**src/rtl/radix4_ctrl_if.sv**
```systemverilog
// Host/datapath-facing bundle of the radix-4 Booth sequencer.
// The master drives start and the Booth triplet; the controller returns state.
interface radix4_ctrl_if #(
    parameter int CNT_W = 3
);
    logic             start;
    logic [2:0]       booth_bits;
    logic [2:0]       state;
    logic [CNT_W-1:0] count;
    logic             busy;
    logic             done;

    modport master (
        output start,
        output booth_bits,
        input  state,
        input  count,
        input  busy,
        input  done
    );

    modport slave (
        input  start,
        input  booth_bits,
        output state,
        output count,
        output busy,
        output done
    );
endinterface

```
**src/rtl/radix4_ctrl.sv**
```systemverilog
// Sequencing FSM for the radix-4 Booth multiplier datapath.
// Runs N/2 iterations, skipping the accumulate cycle on zero partial products.
module radix4_ctrl #(
    parameter int N     = 8,
    parameter int CNT_W = 3
) (
    input  logic        clk,
    input  logic        rst,
    radix4_ctrl_if.slave bus
);
    localparam int               ITER = N / 2;
    localparam logic [CNT_W-1:0] LAST = CNT_W'(ITER - 1);

    typedef enum logic [2:0] {
        IDLE  = 3'b000,
        INIT  = 3'b001,
        EVAL  = 3'b010,
        ADD   = 3'b011,
        SHIFT = 3'b100,
        DONE  = 3'b101
    } state_t;

    state_t           st;
    logic [CNT_W-1:0] cnt;
    logic             busy_q;
    logic             done_q;

    always_ff @(posedge clk or posedge rst) begin
        if (rst) begin
            st     <= IDLE;
            cnt    <= '0;
            busy_q <= 1'b0;
            done_q <= 1'b0;
        end else begin
            done_q <= 1'b0;
            case (st)
                IDLE: begin
                    if (bus.start) begin
                        st     <= INIT;
                        busy_q <= 1'b1;
                    end
                end
                INIT: begin
                    cnt <= '0;
                    st  <= EVAL;
                end
                EVAL: begin
                    // Triplets 000/111 select a zero partial product
                    if (bus.booth_bits == 3'b000 || bus.booth_bits == 3'b111)
                        st <= SHIFT;
                    else
                        st <= ADD;
                end
                ADD: st <= SHIFT;
                SHIFT: begin
                    if (cnt == LAST) begin
                        st     <= DONE;
                        done_q <= 1'b1;
                    end else begin
                        cnt <= cnt + 1'b1;
                        st  <= EVAL;
                    end
                end
                DONE: begin
                    st     <= IDLE;
                    busy_q <= 1'b0;
                end
                default: begin
                    st     <= IDLE;
                    cnt    <= '0;
                    busy_q <= 1'b0;
                end
            endcase
        end
    end

    assign bus.state = st;
    assign bus.count = cnt;
    assign bus.busy  = busy_q;
    assign bus.done  = done_q;
endmodule

```
**src/flat_wrapper.sv**
```systemverilog
// flat-port wrapper written by rule: the top's interface ports become plain ports
module radix4_ctrl_flat 
#(
    parameter int N     = 8,
    parameter int CNT_W = 3
)
  (clk, rst, bus_start, bus_booth_bits, bus_state, bus_count, bus_busy, bus_done);
  radix4_ctrl_if #(.CNT_W(CNT_W)) bus_i ();
  input  logic clk;
  input  logic rst;
  input wire logic [$bits(bus_i.start)-1:0] bus_start;
  input wire logic [$bits(bus_i.booth_bits)-1:0] bus_booth_bits;
  output wire logic [$bits(bus_i.state)-1:0] bus_state;
  output wire logic [$bits(bus_i.count)-1:0] bus_count;
  output wire logic [$bits(bus_i.busy)-1:0] bus_busy;
  output wire logic [$bits(bus_i.done)-1:0] bus_done;
  assign bus_i.start = bus_start;
  assign bus_i.booth_bits = bus_booth_bits;
  assign bus_state = bus_i.state;
  assign bus_count = bus_i.count;
  assign bus_busy = bus_i.busy;
  assign bus_done = bus_i.done;
  radix4_ctrl #(.N(N), .CNT_W(CNT_W)) u_core (.clk(clk), .rst(rst), .bus(bus_i));
endmodule
```
**config.mk**
```make
export PLATFORM = sky130hd
export DESIGN_NAME = radix4_ctrl_flat
export DESIGN_NICKNAME = d
export VERILOG_FILES = /design/src/rtl/radix4_ctrl_if.sv /design/src/rtl/radix4_ctrl.sv /design/src/flat_wrapper.sv
export SDC_FILE = /design/constraint.sdc
export NUM_CORES = 1
export LEC_CHECK = 0
export ABC_AREA = 1
export BUFFER_PORTS_ARGS = -buffer_cell sky130_fd_sc_hd__buf_2
export CAP_MARGIN = 10
export CELL_PAD_IN_SITES_DETAIL_PLACEMENT = 0
export CELL_PAD_IN_SITES_GLOBAL_PLACEMENT = 1
export CORE_MARGIN = 4
export CORE_UTILIZATION = 29
export DETAILED_ROUTE_END_ITERATION = 7
export GPL_TIMING_DRIVEN = 0
export PLACE_DENSITY_LB_ADDON = 0.15
export SYNTH_ARGS = -nofsm -noshare
export SYNTH_HDL_FRONTEND = slang
export SYNTH_SLANG_ARGS = --single-unit
export TNS_END_PERCENT = 10
```
**constraint.sdc**
```tcl
create_clock -name clk -period 1.2 [get_ports clk]
set_input_delay 0.24 -clock clk [delete_from_list [all_inputs] [get_ports clk]]
set_output_delay 0.24 -clock clk [all_outputs]
set_load 0.1 [all_outputs]
```
* Word-level counts from Yosys, hierarchy flattened *
Cells that the tools add are included.

word-level totals
  register bits after elaboration = 8
  input bits = 6
  output and inout port bits = 8
  word-level logic and storage cells = 33

operators by class
  add/subtract/negate cells = 1
  equality and inequality tests = 9
  multiplexer cells = 10
  bitwise logic cells = 2
  reduce and logical (&&, ||, !) cells = 7

operators by type and width
  kind                   number
  $pmux W3 S5            1
  $mux W3                4
  $eq A3 B2 Y1 const B   3
  $eq A3 B3 Y1 const B   3
  $reduce_or A4 Y1       2
  $logic_not A3 Y1       2
  $pmux W3 S2            1
  $ne A2 B2 Y1 const B   2
  $reduce_and A2 Y1      2
  $add A3 B1 Y3 const B  1
  $eq A3 B1 Y1 const B   1
  $mux W1                3
  $not A1 Y1             2
  $pmux W1 S2            1
  $logic_or A1 B1 Y1     1

* Longest topological paths before layout *
Gate-level depths: netlist of run 1.

  depth after elaboration = 4
  mapped depth = 7
  depth with buffers taken out = 7

* Worst setup path after synthesis of run 1 *
No wires, ideal clock.

  kind = register -> register
  start = register u_core.cnt[0], in the netlist u_core.bus.count[0]
  end = register u_core.cnt[0], in the netlist u_core.bus.count[0]
  library setup time = 0.067 ns
  data arrival time = 1.676 ns
  data required time = 1.133 ns
  slack = -0.544 ns
  cell stages (with the launch flop) = 7
  buffers on the path = 0
  clock period less this slack = 1.744 ns
  cell sequence = dfrtp_1 ha_1 ha_1 nand2_4 nand2_2 nand2_1 nand2_1

on the way
  cells in the longest elaborated chain, start to end = 3
  elaborated cells on any way between the ends = 6
  those cells by class = add/sub (1); eq/ne (2); mux (2); reduce/logical (1)

ends and longest elaborated chain
  element                                                  line                                  text
  start, declared                                          radix4_ctrl.sv:24                     logic [CNT_W-1:0] cnt;
  start signal, assigned                                   radix4_ctrl.sv:60                     cnt <= cnt + 1'b1;
  $add A3 B1 Y3 / $eq A3 B2 Y1 (equally long branches)     radix4_ctrl.sv:60, radix4_ctrl.sv:56
  $mux W3 / $ne A2 B2 Y1 (equally long branches)           -
  $pmux W3 S2 / $reduce_and A2 Y1 (equally long branches)  -

Parallel ways exist; a longest one is shown, timed or not. The select of a mux whose other input is x is not followed.
A chain may end at the register's enable or synchronous reset.

* Worst setup path in the final report of run 1 *
  start = register u_core.cnt[1], in the netlist u_core.bus.count[1]
  end = register u_core.cnt[1], in the netlist u_core.bus.count[1]

Same word-level chain as after synthesis.

==> metrics.md, run 1 <==
| Metric | Value |
|---|---|
| Die Area | `2230 um^2` |
| WHS Path Cells | `3` |
| Synthesized Nets | `64` |
| DR DRC count | `0` |
| Leakage power | `0.351 nW` |
| Final setup margin | `-0.0201 ns` |
| FF+latch count, synth | `8` |
| Final #Nets | `83` |
| Congestion Overflow GR | `0` |
| FP Rows | `13` |
| Largest net degree at the start of global routing | `9` |
| TritonRoute pass-1 iters | `3` |
| Count leader, synth | `nand2_1` |
| Post-synthesis cell count | `56` |
| Pint | `0.896 mW` |
| Avg Cell Area, Syn | `7.95 um^2` |
| Startpoint types | `register` |
| Initial Util | `32.6%` |
| Hold_ws | `between 0.2 and 0.25 ns` |
| Pwr/cell area | `2910 nW/um^2` |
| Post-synth EDFFs | `0` |
| Core area | `1370 um^2` |
| Sequential area share after synthesis | `~45%` |
| Sink Count | `8` |
| Slew Limit Fails | `0` |
| CTS clk-pin slew, worst paths | `0.06 ns` |
| Wirelength, routed | `1.03 mm` |
| Main synth FF type | `dfrtp_1` |
| Num CTS Buffers | `3` |
| Area growth syn-to-layout | `53.9%` |
| Drt via density | `roughly 4.7` |
| Setup tns final | `-0.0630 ns` |
| Switching Share | `~55%` |
| Clk_lat worst skew | `0.26 ns` |
| Final HPWL DP | `between 800 and 900 um` |
| MaxCap Viol Count | `0` |
| Gr usage total | `11.5%` |
| FILL cells | `142` |
| Reg2Reg Depth | `6` |
| Post-DR wirelength/cell | `roughly 12 um` |
| TritonCTS clock tree | `built` |
| Max FO, Critical Path | `6` |
| FMAX | `between 0.8 and 0.9 GHz` |
| Yosys top cell by area | `dfrtp_1` |
| Clock skew | `0.0107 ns` |
| Top-area cell type share of the netlist area | `between 40 and 50%` |
| Fin crit share | `102%` |
| Antenna cells | `0` |
| Drt initial violations | `3` |
| Max IR drop VDD | `1470 uV` |
| RePlAce Congestion | `0.706` |
| Net Switching | `1.10 mW` |
| Slew at the pin with the worst max-slew slack | `0.308 ns` |
| Critical path class | `register to register` |
| HP Class | `input pin to register` |
| RSZ-0062 raised after global routing | `true` |
| Initial antenna violation count | `0` |
| Element type at the critical path end | `register` |
| Port Buffers | `13` |
| Cells taking the most area after synthesis | `dfrtp_1 (45%), nand2_1 (12%), nand3_1 (10%), ha_1 (5.6%), inv_1 (5.1%)` |
| Root Buffer Master | `clkbuf_4` |
| Die height | `47.2 um` |
| Post-route ant nets | `0` |
| Fraction of layout cells with a size suffix above 1 | `a little over two fifths` |
| FF+latch area | `218 um^2` |
| Combinational cell fraction of total power | `62.8%` |
| Clock share of power | `11.2%` |
| Htree depth | `1` |
| Shortest period the worst path allows | `approximately 1.2 ns` |
| # setup viols final | `5` |
| Top Ports | `14` |
| Chip width | `around 47 um` |
| First-pass GRT wire length | `approximately 1.7 mm` |
| Synthesized area | `445 um^2` |
| Yosys cell types | `14` |
| CTS max path bufs | `2` |
| Multi-input gate area | `245 um^2` |
| Required @ worst endpoint | `1.35 ns` |
| Post-synth top cells | `nand2_1 (14), nand3_1 (9), dfrtp_1 (8)` |
| Vias in the first global route | `394` |
| Failing checks | `negative setup slack` |
| CP arrival | `1.37 ns` |
| Final Hold Viols | `0` |
| Status | `complete, but fails checks` |
| Async set or reset register ratio after synthesis | `100%` |
| Seq pwr share | `between 20% and 30%` |
| Slew HR | `79.5%` |
| Pwr Total | `between 1.5 and 2 mW` |
| Vias | `419` |
| Synth warn | `0` |
==> routing by layer <==
metal	up-vias	routed length [um]	GRT usage [%]
li1	215	-	-
met1	189	428	14.9
met2	13	506	15.4
met3	2	93	7.66
met4	0	6	3.31
met5	-	0	0
==> registers in the layout, indices dropped and copies added (netlist names) <==
name and count:
u_core.bus.busy 1, u_core.bus.state 3, u_core.bus.done 1, u_core.bus.count 3
==> placed cells by master, fill, tap and decap left out <==
cell type / count
o21ai_1: 1
buf_4: 2
nor3_1: 1
buf_8: 1
o21ai_0: 2
or2_1: 1
nand2_1: 14
clkbuf_1: 1
nand2_4: 3
clkbuf_4: 3
buf_2: 5
ha_4: 2
dlygate4sd3_1: 1
dfrtp_1: 2
a21oi_1: 1
nand2_2: 1
nor2_1: 4
dfrtp_4: 4
nor2_4: 1
buf_12: 3
nand3_1: 9
buf_6: 2
inv_1: 6
inv_2: 2
dfrtp_2: 2
==> final timing paths <==
check,from,endpoint,slack (ns)
worst max-delay path,u_core.bus.count[1]$_DFFE_PP0P_,u_core.bus.count[1]$_DFFE_PP0P_,-0.02
worst min-delay path,bus_start,u_core.bus.busy$_DFFE_PP0P_,0.24
worst max register to register,u_core.bus.count[1]$_DFFE_PP0P_,u_core.bus.count[1]$_DFFE_PP0P_,-0.02
worst min register to register,u_core.bus.busy$_DFFE_PP0P_,u_core.bus.busy$_DFFE_PP0P_,0.51
max in group asynchronous,rst,u_core.bus.state[1]$_DFFE_PP0P_,0.46
min in group asynchronous,rst,u_core.bus.count[2]$_DFFE_PP0P_,0.47
==> cells by family after synthesis <==
family / Yosys count / share of synthesized area [%]
AO/OA/AOI/OAI: 4 / 4.49
adder cells (fa/ha/maj): 2 / 5.62
buffers and inverters: 8 / 6.74
flip-flops: 8 / 44.9
AND/OR/NAND/NOR: 34 / 38.2
==> critical path, cell delays in order (launching register included) <==
cell and delay, ns:
dfrtp_4 0.51, ha_4 0.18, ha_4 0.17, nand2_4 0.09, nand2_4 0.06, nand2_1 0.05, nand2_1 0.05
==> layout make-up <==
cell class                 instances  area share [%]
sequential                         8            31.8
tap                               15            2.74
multi-input combinational         40            35.8
clock buffer                       4            3.83
timing repair buffer              14            21.5
inverter                           8            4.38
==> metrics by stage <==
stage / cells / utilization (%) / cell area [um^2] / setup WS [ns]
after detailed placement: 84 / 41.8 / 572 / -0.0186
after floorplan: 56 / - / 488 / -0.128
final: 89 / 50.2 / 686 / -0.0201
after CTS: 89 / 48.0 / 656 / -0.0225
after global routing: 89 / 50.2 / 686 / -0.0756
after global placement: 84 / 41.8 / 572 / -0.00858
==> power groups by stage <==
stage	clock [mW]	combinational, mW	sequential, mW
final	0.224	1.25	0.519
after global routing	0.260	1.35	0.538
after CTS	0.233	1.16	0.506
after detailed placement	0	1.06	0.496
after global placement	0	1.05	0.494
after floorplan	0	0.348	1.02
==> timing repair <==
action | CTS | global route
pin swaps | 1 | 0
setup buffers | 0 | 0
setup endpoints to repair | 12 | 11
hold buffers | 1 | 0
hold endpoints to repair | 8 | 0
gates resized for setup | 15 | 7
No activity file was read; power rests on OpenSTA's default activity.
==> inputs of run 2 (changes only) <==
Settings changed: ABC_AREA 1 to 0, CORE_UTILIZATION 29 to 30.
Clock period 1.2 ns to 1 ns, I/O delays scaled along.
==> run 2 against run 1 <==
Effect of this change: core utilization grew 4.9 points; count of clock-buffer cells in the layout decreased by 1; sequential cell count unchanged; the run still ends with negative setup slack left; first-iteration DRC count grew 67%; critical path depth decreased by 1; critical path type unchanged; design area is 5.8% lower; cell count fell by 24%; wire length down 6.3%; register-to-register slack got worse by 0.45 ns; highest routed layer unchanged.
==> metrics.md, run 2 <==
| Metric | Value |
|---|---|
| DR DRC count | `0` |
| Reg2Reg Depth | `5` |
| CP peak stage delay | `0.50 ns` |
| Top-area cell type share of the netlist area | `50.2%` |
| Num CTS Buffers | `3` |
| Antenna cells | `0` |
| Async set or reset register ratio after synthesis | `100%` |
| Synthesized area | `399 um^2` |
| Critical path class | `register to register` |
| Critical Path Sink | `u_core.bus.count[0]$_DFFE_PP0P_` |
| Crit. Startpoint | `u_core.bus.count[0]$_DFFE_PP0P_` |
| Fraction of layout cells with a size suffix above 1 | `55.6%` |
| Worst reg2reg path endpoint | `u_core.bus.count[0]$_DFFE_PP0P_` |
| Final Hold Viols | `0` |
| Cells after DPL | `64` |
| Port Buffers | `13` |
| RePlAce Congestion | `0.757` |
| Slew at the pin with the worst max-slew slack | `0.483 ns` |
| Post-DR wirelength/cell | `between 10 and 15 um` |
| Slew Limit Fails | `0` |
| # setup viols final | `15` |
| Final HPWL DP | `between 700 and 800 um` |
| Most common cell on crit path | `ha_4` |
| Element type at the critical path end | `register` |
| Cell Count, Final, Fillers Out | `68` |
| Levels on crit path | `5` |
| TritonCTS clock tree | `built` |
| RR Startpoint | `u_core.bus.count[0]$_DFFE_PP0P_` |
| Die height | `approximately 44 um` |
| Fin crit share | `147%` |
| Required @ worst endpoint | `1.13 ns` |
| Max FO, Critical Path | `3` |
| CP max-delay cell | `dfrtp_4` |
| Htree depth | `1` |
| Sink Count | `8` |
| Post-CTS Repair Setup Buffers | `0` |
| Core area | `1170 um^2` |
| FMAX | `0.679 GHz` |
| Final #Nets | `64` |
| Area growth syn-to-layout | `61.8%` |
| Main synth FF type | `dfrtp_1` |
| TritonRoute pass-1 iters | `3` |
| Vias in the first global route | `329` |
| Initial Util | `34.1%` |
| First-pass GRT wire length | `approximately 1.6 mm` |
| Failing checks | `negative setup slack` |
| Die Area | `1980 um^2` |
| Cell class contributing the biggest share of worst-path delay | `flip-flops` |
| CP bufs+invs | `0` |
| Yosys cell types | `20` |
| Yosys top cell by area | `dfrtp_1` |
| Multi-input gate area | `between 200 and 250 um^2` |
| Avg Cell Area, Syn | `10.8 um^2` |
| Core Util, Final | `55.1%` |
| Critical-path cell list | `ha_4, ha_4, o21bai_1, a21oi_2, mux2_4` |
| Clock skew | `0.00333 ns` |
| Cells taking the most area after synthesis | `dfrtp_1 (50%), ha_1 (6.3%), inv_1 (4.7%), a22o_1 (4.4%), a21oi_1 (3.8%)` |
| FF+latch area | `215 um^2` |
| Count leader, synth | `dfrtp_1` |
| Chip width | `44.5 um` |
| Root Buffer Master | `clkbuf_4` |
| Status | `complete, but fails checks` |
| Startpoint types | `register` |
| Final setup margin | `-0.474 ns` |
| Top Ports | `14` |
| MaxCap Viol Count | `0` |
| Post-synth top cells | `dfrtp_1 (8), inv_1 (5), a21oi_1 (3)` |
| Synthesized Nets | `45` |
| Gr usage total | `11.9%` |
| Wirelength, routed | `969 um` |
| Drt via density | `about 5.3` |
| Final Cell Area | `roughly 650 um^2` |
| Slew HR | `68.0%` |
| Initial antenna violation count | `0` |
| Vias | `360` |
| Clk_lat worst skew | `0.25 ns` |
| CTS max path bufs | `2` |
| Post-route ant nets | `0` |
| Shortest period the worst path allows | `~1.5 ns` |
| Largest net degree at the start of global routing | `10` |
| Sequential area share after synthesis | `50.2%` |
| R2R setup slack | `-0.47 ns` |
| Synth warn | `0` |
| Post-synth EDFFs | `0` |
| Most common cell after layout, fill and taps aside | `buf_2` |
| FP Rows | `12` |
| Most frequent cells in the layout | `buf_2 (6), inv_1 (4), buf_12 (4)` |
| Post-synthesis cell count | `37` |
| Congestion Overflow GR | `0` |
| CP arrival | `approximately 1.6 ns` |
| HP Class | `input pin to register` |
| RSZ-0062 raised after global routing | `true` |
| CTS clk-pin slew, worst paths | `0.05 ns` |
| Drt initial violations | `5` |
| FILL cells | `107` |
| FF+latch count, synth | `8` |
| DP Area | `529 um^2` |
==> run 2: changes by cell type in the layout (fill, tap and decap cells not counted), moves of 2 or more <==
| cell | previous run | this run |
|---|---|---|
| nand2_4 | 3 | 0 |
| nor2_1 | 4 | 2 |
| a22o_1 | 0 | 2 |
| inv_1 | 6 | 4 |
| nand3_1 | 9 | 2 |
| nand2_1 | 14 | 1 |
==> run 2: area by class of cell <==
cell class	instances	area share, %
Timing Repair Buffer	14	23.3
Clock buffer	3	3.49
Sequential cell	8	33.3
Tap cell	14	2.71
Inverter	5	2.91
Multi-Input combinational cell	24	34.3
==> run 2: kinds of logic (layout without fill, tap and decap cells) <==
family | count (synthesis) | count (layout) | synth area share [%]
compound gates | 10 | 10 | 17.6
fa+ha+maj | 2 | 2 | 6.27
buf+inv | 5 | 22 | 4.70
flops | 8 | 8 | 50.2
mux | 1 | 1 | 2.82
simple gates | 11 | 11 | 18.5
==> run 2: what timing repair did <==
action,in CTS,in global routing
resized for setup,22,1
hold endpoints to repair,8,0
pin swaps,0,2
hold buffers,1,0
setup endpoints to repair,15,16
==> run 2: worst reg2reg max path: cells and delay by family, from the launching register on <==
family                     cells  cell delay (ns)
AOI/OAI and AO/OA              2             0.24
adders and majority gates      2             0.35
DFF                            1             0.50
muxes                          1             0.27
==> run 2: worst min path at each step <==
stage	slack, ns	end	cells after the start	from
2_1_floorplan	0.02	u_core.bus.busy$_DFFE_PP0P_	1	rst
3_3_place_gp	0.15	u_core.bus.count[0]$_DFFE_PP0P_	2	rst
3_5_place_dp	0.17	u_core.bus.count[1]$_DFFE_PP0P_	2	rst
4_1_cts	0.27	u_core.bus.busy$_DFFE_PP0P_	3	bus_start
5_1_grt	0.34	u_core.bus.busy$_DFFE_PP0P_	3	bus_start
6_report	0.27	u_core.bus.busy$_DFFE_PP0P_	3	bus_start
==> run 2: layer usage <==
| layer | track usage (%) | share of wire, % |
|---|---|---|
| met4 | 12.7 | 4.6 |
| met5 | 0 | 0 |
| met1 | 12.8 | 42 |
| met3 | 3.25 | 6.1 |
| met2 | 17.8 | 47 |
==> run 2: metrics by stage <==
stage          worst slack, ns  TNS, ns  hold slack [ns]
6_report                -0.474    -3.53            0.267
5_1_grt                 -0.522    -4.16            0.337
4_1_cts                 -0.481    -3.66            0.267
3_5_place_dp            -0.572    -3.14            0.172
3_3_place_gp            -0.469    -2.61            0.149
2_1_floorplan           -0.591    -3.71           0.0155
Power of run 2 is not shown: default switching activity piles up to over one toggle a cycle in this logic, so the estimate is an artifact.
